`src/rtl/sdram_pkg.sv`:
```
// Shared SDRAM definitions: default user-port widths and arbiter state encoding.
package sdram_pkg;

    localparam int unsigned SdramAddrWidth = 22;
    localparam int unsigned SdramDataWidth = 16;

    typedef enum logic [1:0] {
        IDLE,
        ISSUE,
        WAIT_RD
    } arb_state_t;

endpackage

```
`src/rtl/sdram_arbiter_rr_pick.sv`:
```
// Combinational round-robin picker: first requester after `last`, wrapping modulo NumPorts.
module rr_pick #(
    parameter int unsigned NumPorts = 3
) (
    input  logic [NumPorts-1:0]         req_i,
    input  logic [$clog2(NumPorts)-1:0] last_i,
    output logic [NumPorts-1:0]         gnt_o,
    output logic [$clog2(NumPorts)-1:0] idx_o
);

    localparam int unsigned IdxW = $clog2(NumPorts);

    logic                found;
    logic [IdxW-1:0]     cand;

    always_comb begin
        gnt_o = '0;
        idx_o = '0;
        found = 1'b0;
        cand  = '0;
        for (int unsigned i = 1; i <= NumPorts; i++) begin
            cand = IdxW'((32'(last_i) + i) % NumPorts);
            if (!found && req_i[cand]) begin
                found        = 1'b1;
                gnt_o[cand]  = 1'b1;
                idx_o        = cand;
            end
        end
    end

endmodule

```
`src/rtl/sdram_arbiter.sv`:
```
// Round-robin arbiter sharing the sdram_ctrl user port; one transaction in flight, read watchdog.
module sdram_arbiter
    import sdram_pkg::*;
#(
    parameter int unsigned NumPorts  = 3,
    parameter int unsigned AddrWidth = SdramAddrWidth,
    parameter int unsigned DataWidth = SdramDataWidth,
    parameter int unsigned RdTimeout = 64
) (
    input  logic                          i_dram_clk,
    input  logic                          i_rst,
    input  logic [NumPorts-1:0]           i_req,
    input  logic [NumPorts-1:0]           i_we,
    input  logic [NumPorts*AddrWidth-1:0] i_addr,
    input  logic [NumPorts*DataWidth-1:0] i_wdata,
    output logic [NumPorts-1:0]           o_gnt,
    output logic [NumPorts-1:0]           o_rvalid,
    output logic [DataWidth-1:0]          o_rdata,
    output logic                          o_err,
    output logic                          o_ctrl_wr_req,
    output logic                          o_ctrl_rd_req,
    output logic [AddrWidth-1:0]          o_ctrl_addr,
    output logic [DataWidth-1:0]          o_ctrl_wdata,
    input  logic                          i_ctrl_ack,
    input  logic                          i_ctrl_rd_rdy,
    input  logic [DataWidth-1:0]          i_ctrl_rd_data
);

    localparam int unsigned IdxW = $clog2(NumPorts);
    localparam int unsigned CntW = $clog2(RdTimeout);
    localparam logic [CntW-1:0] CntLast = CntW'(RdTimeout - 1);

    arb_state_t           state_q;
    logic [IdxW-1:0]      last_q;
    logic [IdxW-1:0]      pick_idx;
    logic [NumPorts-1:0]  pick_gnt;
    logic [NumPorts-1:0]  owner_q;
    logic [NumPorts-1:0]  gnt_q;
    logic [NumPorts-1:0]  rvalid_q;
    logic                 we_q;
    logic                 wr_req_q;
    logic                 rd_req_q;
    logic                 err_q;
    logic [AddrWidth-1:0] addr_q;
    logic [DataWidth-1:0] wdata_q;
    logic [DataWidth-1:0] rdata_q;
    logic [CntW-1:0]      cnt_q;

    rr_pick #(
        .NumPorts(NumPorts)
    ) u_pick (
        .req_i  (i_req),
        .last_i (last_q),
        .gnt_o  (pick_gnt),
        .idx_o  (pick_idx)
    );

    always_ff @(posedge i_dram_clk) begin
        if (i_rst) begin
            state_q  <= IDLE;
            last_q   <= IdxW'(NumPorts - 1);
            owner_q  <= '0;
            we_q     <= 1'b0;
            addr_q   <= '0;
            wdata_q  <= '0;
            rdata_q  <= '0;
            gnt_q    <= '0;
            rvalid_q <= '0;
            err_q    <= 1'b0;
            wr_req_q <= 1'b0;
            rd_req_q <= 1'b0;
            cnt_q    <= '0;
        end else begin
            gnt_q    <= '0;
            rvalid_q <= '0;
            err_q    <= 1'b0;
            unique case (state_q)
                IDLE: begin
                    if (|i_req) begin
                        we_q     <= i_we[pick_idx];
                        addr_q   <= i_addr[pick_idx*AddrWidth +: AddrWidth];
                        wdata_q  <= i_wdata[pick_idx*DataWidth +: DataWidth];
                        owner_q  <= pick_gnt;
                        last_q   <= pick_idx;
                        gnt_q    <= pick_gnt;
                        wr_req_q <= i_we[pick_idx];
                        rd_req_q <= ~i_we[pick_idx];
                        state_q  <= ISSUE;
                    end
                end
                // No timeout here: refreshes may hold off acceptance indefinitely.
                ISSUE: begin
                    if (i_ctrl_ack) begin
                        wr_req_q <= 1'b0;
                        rd_req_q <= 1'b0;
                        cnt_q    <= '0;
                        state_q  <= we_q ? IDLE : WAIT_RD;
                    end
                end
                WAIT_RD: begin
                    if (i_ctrl_rd_rdy) begin
                        rdata_q  <= i_ctrl_rd_data;
                        rvalid_q <= owner_q;
                        state_q  <= IDLE;
                    end else if (cnt_q == CntLast) begin
                        err_q   <= 1'b1;
                        state_q <= IDLE;
                    end else begin
                        cnt_q <= cnt_q + 1'b1;
                    end
                end
                default: state_q <= IDLE;
            endcase
        end
    end

    assign o_gnt         = gnt_q;
    assign o_rvalid      = rvalid_q;
    assign o_rdata       = rdata_q;
    assign o_err         = err_q;
    assign o_ctrl_wr_req = wr_req_q;
    assign o_ctrl_rd_req = rd_req_q;
    assign o_ctrl_addr   = addr_q;
    assign o_ctrl_wdata  = wdata_q;

endmodule

```
`config.mk`:
```
export PLATFORM = sky130hd
export DESIGN_NAME = sdram_arbiter
export DESIGN_NICKNAME = d
export VERILOG_FILES = /design/src/rtl/sdram_pkg.sv /design/src/rtl/sdram_arbiter_rr_pick.sv /design/src/rtl/sdram_arbiter.sv
export SDC_FILE = /design/constraint.sdc
export NUM_CORES = 1
export LEC_CHECK = 0
export ABC_CLOCK_PERIOD_IN_PS = 4550
export CAP_MARGIN = 20
export CORE_MARGIN = 2
export CORE_UTILIZATION = 43
export CTS_BUF_LIST = sky130_fd_sc_hd__clkbuf_4 sky130_fd_sc_hd__clkbuf_8 sky130_fd_sc_hd__clkbuf_16
export CTS_CLUSTER_DIAMETER = 40
export DETAILED_ROUTE_END_ITERATION = 10
export GPL_ROUTABILITY_DRIVEN = 0
export MAX_ROUTING_LAYER = met4
export PLACE_DENSITY = 0.83
export SETUP_SLACK_MARGIN = 0.1
export SLEW_MARGIN = 25
export SYNTH_ARGS = -nofsm -noshare
export SYNTH_HDL_FRONTEND = slang
export SYNTH_HIERARCHICAL = 1
export SYNTH_SLANG_ARGS = --single-unit
```
`constraint.sdc`:
```
create_clock -name i_dram_clk -period 4.55 [get_ports i_dram_clk]
set_input_delay 0.91 -clock i_dram_clk [delete_from_list [all_inputs] [get_ports i_dram_clk]]
set_output_delay 0.91 -clock i_dram_clk [all_outputs]
set_load 0.02 [all_outputs]
```
==> impl_metrics.py, run 1 <==
metrics = {
    "yosys": {
        "synth_top_family_by_area": "simple AND/OR/NAND/NOR gates",
        "syn_inst": 466,
        "yosysWarningCount": 6,
        "synth-simple-area-share": 0.252,
        "synthAdderAreaFrac": 0.0165,
        "synth_xor_xnor_area_share": 0,
        "synth_fp_nets": 611,
        "synth.distinct_cells": 50,
        "synth_seq_cells": 77,
        "syn_avg_cell_area_um2": 8.12,
        "yosysSeqAreaShare": 0.407,
        "synth_area_um2": 3790,
        "synth_compound_area_frac": 0.164,
        "muxShareOfSynthArea": 0.114,
    },
    "die": {
        "fp.dieH_um": 97.8,
        "die_x_um": 97.8,
        "coreArea_um2": 8640,
        "ios": 203,
        "rows": 34,
        "die-area_um2": 9570,
        "initial_utilization": 0.438,
    },
    "detailed_routing": {
        "ant_nets": 0,
        "vias": 4030,
        "drt-wirelength-per-cell_um": 15.7,
        "route.detailed.drc": 0,
        "drtIter0Drc": 158,
        "routed_wl_um": 12000,
        "first_pass_iters": 4,
        "vias_per_cell": 5.28,
    },
    "sta": {
        "worst_slew_pin_slew_ns": 0.840,
        "skew_ns": 0.0149,
        "relSlewSlack": 0.440,
        "finalHoldViolations": 0,
        "setup_violations": 0,
        "timing.hold.ws_ns": 0.460,
        "period_minus_slack_ns": 3.46,
        "tns_ns": 0,
        "period_share": 0.760,
        "rsz0062_at_grt": "no",
        "finalMaxSlewViolations": 0,
        "fmax_mhz": 289,
    },
    "final_layout": {
        "nNetsFinal": 795,
        "regArea_um2": 1540,
        "diodes": 0,
        "final_common_cell": "clkdlybuf4s50_1",
        "final_cell_mix": "clkdlybuf4s50_1 (201), nor2_1 (84), dfxtp_1 (77)",
        "multi_input_area_um2": 2090,
        "n_fill_cell": 669,
        "drive_above_1_share": 0.0550,
        "stdcell_area_um2": 6030,
        "layoutNonFillerInstCount": 763,
        "area_growth_pct": 59.3,
    },
    "clocking": {
        "clock-sinks": 77,
        "clk_pin_slew_ns": 0.09,
        "insertion_delay_ns": 0.35,
        "ctsResizeCount": 0,
        "post_cts_buffers": 0,
        "cts_made_buffers": 9,
        "hold_buffers": 0,
        "cts_max_level": 3,
        "clockBufferDepth": 2,
        "cts-root-buf": "clkbuf_8",
        "cts_tree": "built",
    },
    "worst_setup_path": {
        "cp-startpoint": "i_req[2]",
        "cp_max_fo": 20,
        "endpoint_kind": "flop",
        "arrival_ns": 3.73,
        "regToRegEndpoint": "o_ctrl_addr[11]",
        "start_kind": "input port",
        "r2r_start": "last_q[0]",
        "path_class": "input port to flop",
        "r2r_slack_ns": 1.42,
        "ff2ff_path_depth": 11,
        "cp.required_ns": 4.82,
    },
    "placed_design": {
        "postPlaceCellArea_um2": 5860,
        "dp_hpwl_um": 9290,
        "io_buffers": 202,
        "dp_cells": 747,
    },
    "global_route": {
        "grt_usage": 0.257,
        "grt_pass1_wl_um": 19400,
        "grt_overflow": 0,
        "grt_pass1_vias": 4008,
        "grt_max_degree": 47,
        "antenna_found_initial": 0,
    },
    "run_status": {
        "outcome": "completed",
    },
    "worst_hold_path": {
        "worstHoldPathCells": 2,
        "whs_endpoint": "o_rdata[7]",
        "hold_class": "flop to flop",
        "min_from": "o_rdata[7]",
    },
    "run": {
        "cap_violations": 0,
    },
    "pwr": {
        "powerDensity_nw_per_um2": 373,
        "p_leak_nw": 2.22,
        "vdd_ir_drop_max_mv": 0.197,
    },
}
-- flip-flops by register name, indices dropped and copies added, names as in the netlist, 2 cells and up --
signal,flops
o_ctrl_addr,22
last_q,2
owner_q,3
state_q,2
cnt_q,6
o_ctrl_wdata,16
o_gnt,3
o_rdata,16
o_rvalid,3
-- final cells by class --
cell class / count / area share
clock buffer: 11 / 0.0230
tap: 108 / 0.0224
sequential: 77 / 0.256
inverter: 5 / 0.00311
timing repair buffer: 209 / 0.343
multi-input combinational: 348 / 0.347
clock inverter: 5 / 0.00602
-- critical path: stages --
cell and delay (ns):
clkdlybuf4s50_1 0.62, and3b_1 0.26, a2111oi_2 0.07, a21oi_1 0.27, o22ai_4 0.11, buf_4 0.21
nor2b_2 0.64, buf_4 0.37, a211oi_1 0.12, nor3_1 0.16
-- logic make-up after synthesis --
family,after synthesis
fa+ha+maj,5
flops,77
mux,43
compound gates,89
simple gates,211
buf+inv,41
-- where the power goes --
part	internal, mW	total, mW	switching, mW
clock network	0.212	0.462	0.250
registers	0.763	0.818	0.0548
logic	0.460	0.967	0.506
-- cells in the mapped netlist, drive strengths merged --
cell / instances / area [µm²]
nor2: 85 / 322
dfxtp: 77 / 1540
nand2: 48 / 180
nor3: 43 / 220
mux2i: 42 / 420
a211oi: 39 / 293
a21oi: 27 / 135
clkbuf: 22 / 83.8
buf: 14 / 73.8
nand3: 9 / 45.0
nand3b: 6 / 45.0
ha: 5 / 62.6
inv: 5 / 18.8
a31oi: 4 / 25.0
and2: 4 / 25.0
nor3b: 4 / 30.0
o21ai: 4 / 31.3
a2111oi: 2 / 23.8
and2b: 2 / 16.3
nand2b: 2 / 12.5
nor4: 2 / 12.5
o22ai: 2 / 12.5
a211o: 1 / 10.0
a21o: 1 / 7.51
a221oi: 1 / 8.76
a22oi: 1 / 7.51
a2bb2oi: 1 / 8.76
and3b: 1 / 8.76
mux2: 1 / 11.3
nor2b: 1 / 6.26
o211ai: 1 / 7.51
o21a: 1 / 7.51
o21bai: 1 / 7.51
o221ai: 1 / 8.76
o2bb2ai: 1 / 8.76
o41ai: 1 / 16.3
or2: 1 / 6.26
or3: 1 / 6.26
or3b: 1 / 11.3
or4: 1 / 7.51
-- per-stage QoR --
step	setup slack [ns]	utilization	power, mW
detailed placement	0.757	0.678	1.80
CTS	1.12	0.698	2.26
finish	1.09	0.698	2.25
floorplan	1.88	-	1.40
global route	0.791	0.698	2.37
global placement	0.889	0.678	1.77
-- worst max-delay path by stage --
| stage | depth (start not counted) | slack (ns) | to |
|---|---|---|---|
| 2_1_floorplan | 10 | 1.88 | o_ctrl_wr_req |
| 6_report | 10 | 1.09 | o_ctrl_addr[11] |
| 4_1_cts | 10 | 1.12 | o_ctrl_addr[11] |
| 3_5_place_dp | 10 | 0.76 | o_ctrl_addr[11] |
| 5_1_grt | 10 | 0.79 | o_ctrl_addr[11] |
| 3_3_place_gp | 10 | 0.89 | o_ctrl_addr[18] |
-- per-layer routing --
layer  share of wire  GRT usage
met1            0.39      0.288
met3           0.057     0.0472
met5               0          -
met2            0.53      0.457
met4           0.020     0.0919
No activity file was read; power rests on OpenSTA's default activity.
==> run 2, diff against run 1 <==
--- a/config.mk
+++ b/config.mk
@@ -5,16 +5,16 @@
 export SDC_FILE = /design/constraint.sdc
 export NUM_CORES = 1
 export LEC_CHECK = 0
-export ABC_CLOCK_PERIOD_IN_PS = 4550
+export ABC_CLOCK_PERIOD_IN_PS = 2800
 export CAP_MARGIN = 20
 export CORE_MARGIN = 2
-export CORE_UTILIZATION = 43
+export CORE_UTILIZATION = 36
 export CTS_BUF_LIST = sky130_fd_sc_hd__clkbuf_4 sky130_fd_sc_hd__clkbuf_8 sky130_fd_sc_hd__clkbuf_16
 export CTS_CLUSTER_DIAMETER = 40
 export DETAILED_ROUTE_END_ITERATION = 10
 export GPL_ROUTABILITY_DRIVEN = 0
 export MAX_ROUTING_LAYER = met4
-export PLACE_DENSITY = 0.83
+export PLACE_DENSITY = 0.74
 export SETUP_SLACK_MARGIN = 0.1
 export SLEW_MARGIN = 25
 export SYNTH_ARGS = -nofsm -noshare
==> constraint.sdc (replaced) <==
create_clock -name i_dram_clk -period 2.8 [get_ports i_dram_clk]
set_input_delay 0.56 -clock i_dram_clk [delete_from_list [all_inputs] [get_ports i_dram_clk]]
set_output_delay 0.56 -clock i_dram_clk [all_outputs]
set_load 0.02 [all_outputs]
==> run 2 against run 1 <==
Effect of this change:
- setup slack worse by 0.88 ns
- final cell count up 6.0%
- sequential power up 61%
- clock skew down 0.0019 ns
- combinational power up 85%
- via count up 1.7%
- clock power up 65%
- clock-buffer cell count down 2
- register-to-register slack worse by 1.2 ns
- worst hold slack worse by 0.0022 ns
- critical path type is now flop to flop
- largest cell class is now non-clock buffers
==> impl_metrics.py, run 2 (synthesis gave the netlist of run 1 again) <==
metrics = {
    "sta": {
        "period_share": 0.923,
        "worst_slew_pin_slew_ns": 0.720,
        "setup_violations": 0,
        "fmax_mhz": 387,
        "setup_ws_ns": 0.214,
        "skew_ns": 0.0130,
        "rsz0062_at_grt": "yes",
        "finalMaxSlewViolations": 0,
        "period_minus_slack_ns": 2.59,
        "relSlewSlack": 0.520,
        "finalHoldViolations": 0,
    },
    "worst_setup_path": {
        "cp_max_fo": 14,
        "crit_slowest_cell": "a2111oi_4",
        "cp.required_ns": 3.03,
        "start_kind": "flop",
        "endpoint_kind": "flop",
        "path_class": "flop to flop",
        "max_stage_delay_ns": 0.34,
        "worstPathCellList": "inv_1 -> ha_4 -> and3b_2 -> a2111oi_4 -> a21oi_2 -> o22ai_4 -> buf_6 -> buf_12 -> mux2i_4 -> nor2_1 -> a211oi_1 -> nor3_1",
        "r2r_start": "last_q[0]",
        "cp-startpoint": "last_q[0]",
        "arrival_ns": 2.82,
        "r2r_slack_ns": 0.21,
    },
    "clocking": {
        "clock-sinks": 77,
        "cts_tree": "built",
        "clockBufferDepth": 2,
        "clk_pin_slew_ns": 0.08,
        "cts_max_level": 3,
        "cts_made_buffers": 9,
        "insertion_delay_ns": 0.35,
        "hold_buffers": 0,
        "cts-root-buf": "clkbuf_8",
    },
    "run": {
        "cap_violations": 0,
    },
    "final_layout": {
        "diodes": 0,
        "multi_input_area_um2": 2200,
        "nNetsFinal": 813,
        "n_fill_cell": 893,
        "regArea_um2": 1540,
        "final_cell_mix": "clkdlybuf4s50_1 (201), nor2_1 (84), dfxtp_1 (77)",
        "drive_above_1_share": 0.0981,
        "area_growth_pct": 68.0,
        "layoutNonFillerInstCount": 809,
        "final_common_cell": "clkdlybuf4s50_1",
        "largest_register_ffs": 22,
    },
    "detailed_routing": {
        "drt-wirelength-per-cell_um": 15.0,
        "vias": 4100,
        "ant_nets": 0,
        "route.detailed.drc": 0,
        "routed_wl_um": 12100,
        "vias_per_cell": 5.07,
        "drtIter0Drc": 125,
        "first_pass_iters": 4,
    },
    "worst_hold_path": {
        "min_from": "o_rdata[8]",
        "hold_class": "flop to flop",
    },
    "global_route": {
        "antenna_found_initial": 0,
        "grt_pass1_wl_um": 19000,
        "grt_max_degree": 47,
        "grt_pass1_vias": 3964,
        "grt_overflow": 0,
        "grt_usage": 0.217,
    },
    "die": {
        "initial_utilization": 0.368,
        "fp.dieH_um": 107,
        "coreArea_um2": 10300,
        "ios": 203,
        "rows": 37,
        "die-area_um2": 11400,
        "die_x_um": 107,
    },
    "pwr": {
        "vdd_ir_drop_max_mv": 0.260,
        "internal-power_mw": 2.46,
        "combPwrFrac": 0.461,
        "p_clk_frac": 0.197,
        "swShare": 0.365,
        "p_seq_frac": 0.342,
        "powerDensity_nw_per_um2": 609,
        "p_leak_nw": 2.32,
        "net-switching-power_mw": 1.41,
    },
    "placed_design": {
        "dp_hpwl_um": 8700,
        "dp_cells": 788,
        "io_buffers": 202,
        "place_ws_ns": -0.317,
    },
    "run_status": {
        "outcome": "completed",
    },
}
-- run 2: metrics by stage --
stage / setup TNS (ns) / instance area (µm²) / power (mW) / hold WS (ns) / util
after floorplan: 0 / 3790 / 2.27 / 0.432 / -
after global placement: -3.23 / 6000 / 2.95 / 0.443 / 0.584
after detailed placement: -6.38 / 6030 / 3.00 / 0.447 / 0.587
after CTS: 0 / 6310 / 3.88 / 0.460 / 0.614
after global routing: 0 / 6360 / 4.10 / 0.471 / 0.619
final: 0 / 6360 / 3.87 / 0.457 / 0.619
-- run 2: power groups by stage --
stage | combinational [mW] | sequential (mW) | clock (mW)
final | 1.79 | 1.32 | 0.763
after global routing | 1.93 | 1.34 | 0.837
after CTS | 1.77 | 1.32 | 0.792
after detailed placement | 1.65 | 1.35 | 0
after global placement | 1.61 | 1.34 | 0
after floorplan | 0.789 | 1.49 | 0
-- run 2: metal layers --
layer  routed length [µm]  vias up  track usage
met4                  178        0       0.0705
met1                 4960     1873        0.247
li1                     -     2042            -
met3                  833       21       0.0478
met2                 6150      164        0.379
met5                    0        -            -
-- run 2: area by class of cell --
class,instances,share of cell area
Clock inverter,7,0.00905
Tap cell,136,0.0268
Timing Repair Buffer,225,0.354
Multi-Input combinational cell,350,0.346
Clock buffer,9,0.0195
Inverter,5,0.00295
Sequential cell,77,0.242
-- run 2: path summary, 6_finish.rpt --
path / endpoint / cells past startpoint
worst max-delay path: o_ctrl_addr[8] / 12
worst min-delay path: o_rdata[8] / 2
worst max register to register: o_ctrl_addr[8] / 12
worst min register to register: o_rdata[8] / 2
-- run 2: critical path, delay by kind of cell (launching register included) --
| kind | cells | cell delay (ns) |
|---|---|---|
| flops | 1 | 0.33 |
| compound gates | 4 | 0.84 |
| mux | 1 | 0.25 |
| fa+ha+maj | 1 | 0.27 |
| simple gates | 3 | 0.36 |
| buf+inv | 3 | 0.42 |
-- run 2: repair_timing --
action                                 in CTS  in global routing
setup endpoints to repair                  37                 33
gates resized for setup                     4                 13
cloned                                      3                  0
buffers inserted                            2                  0
endpoints found under the hold margin       0                  0
pin swaps                                   1                  1
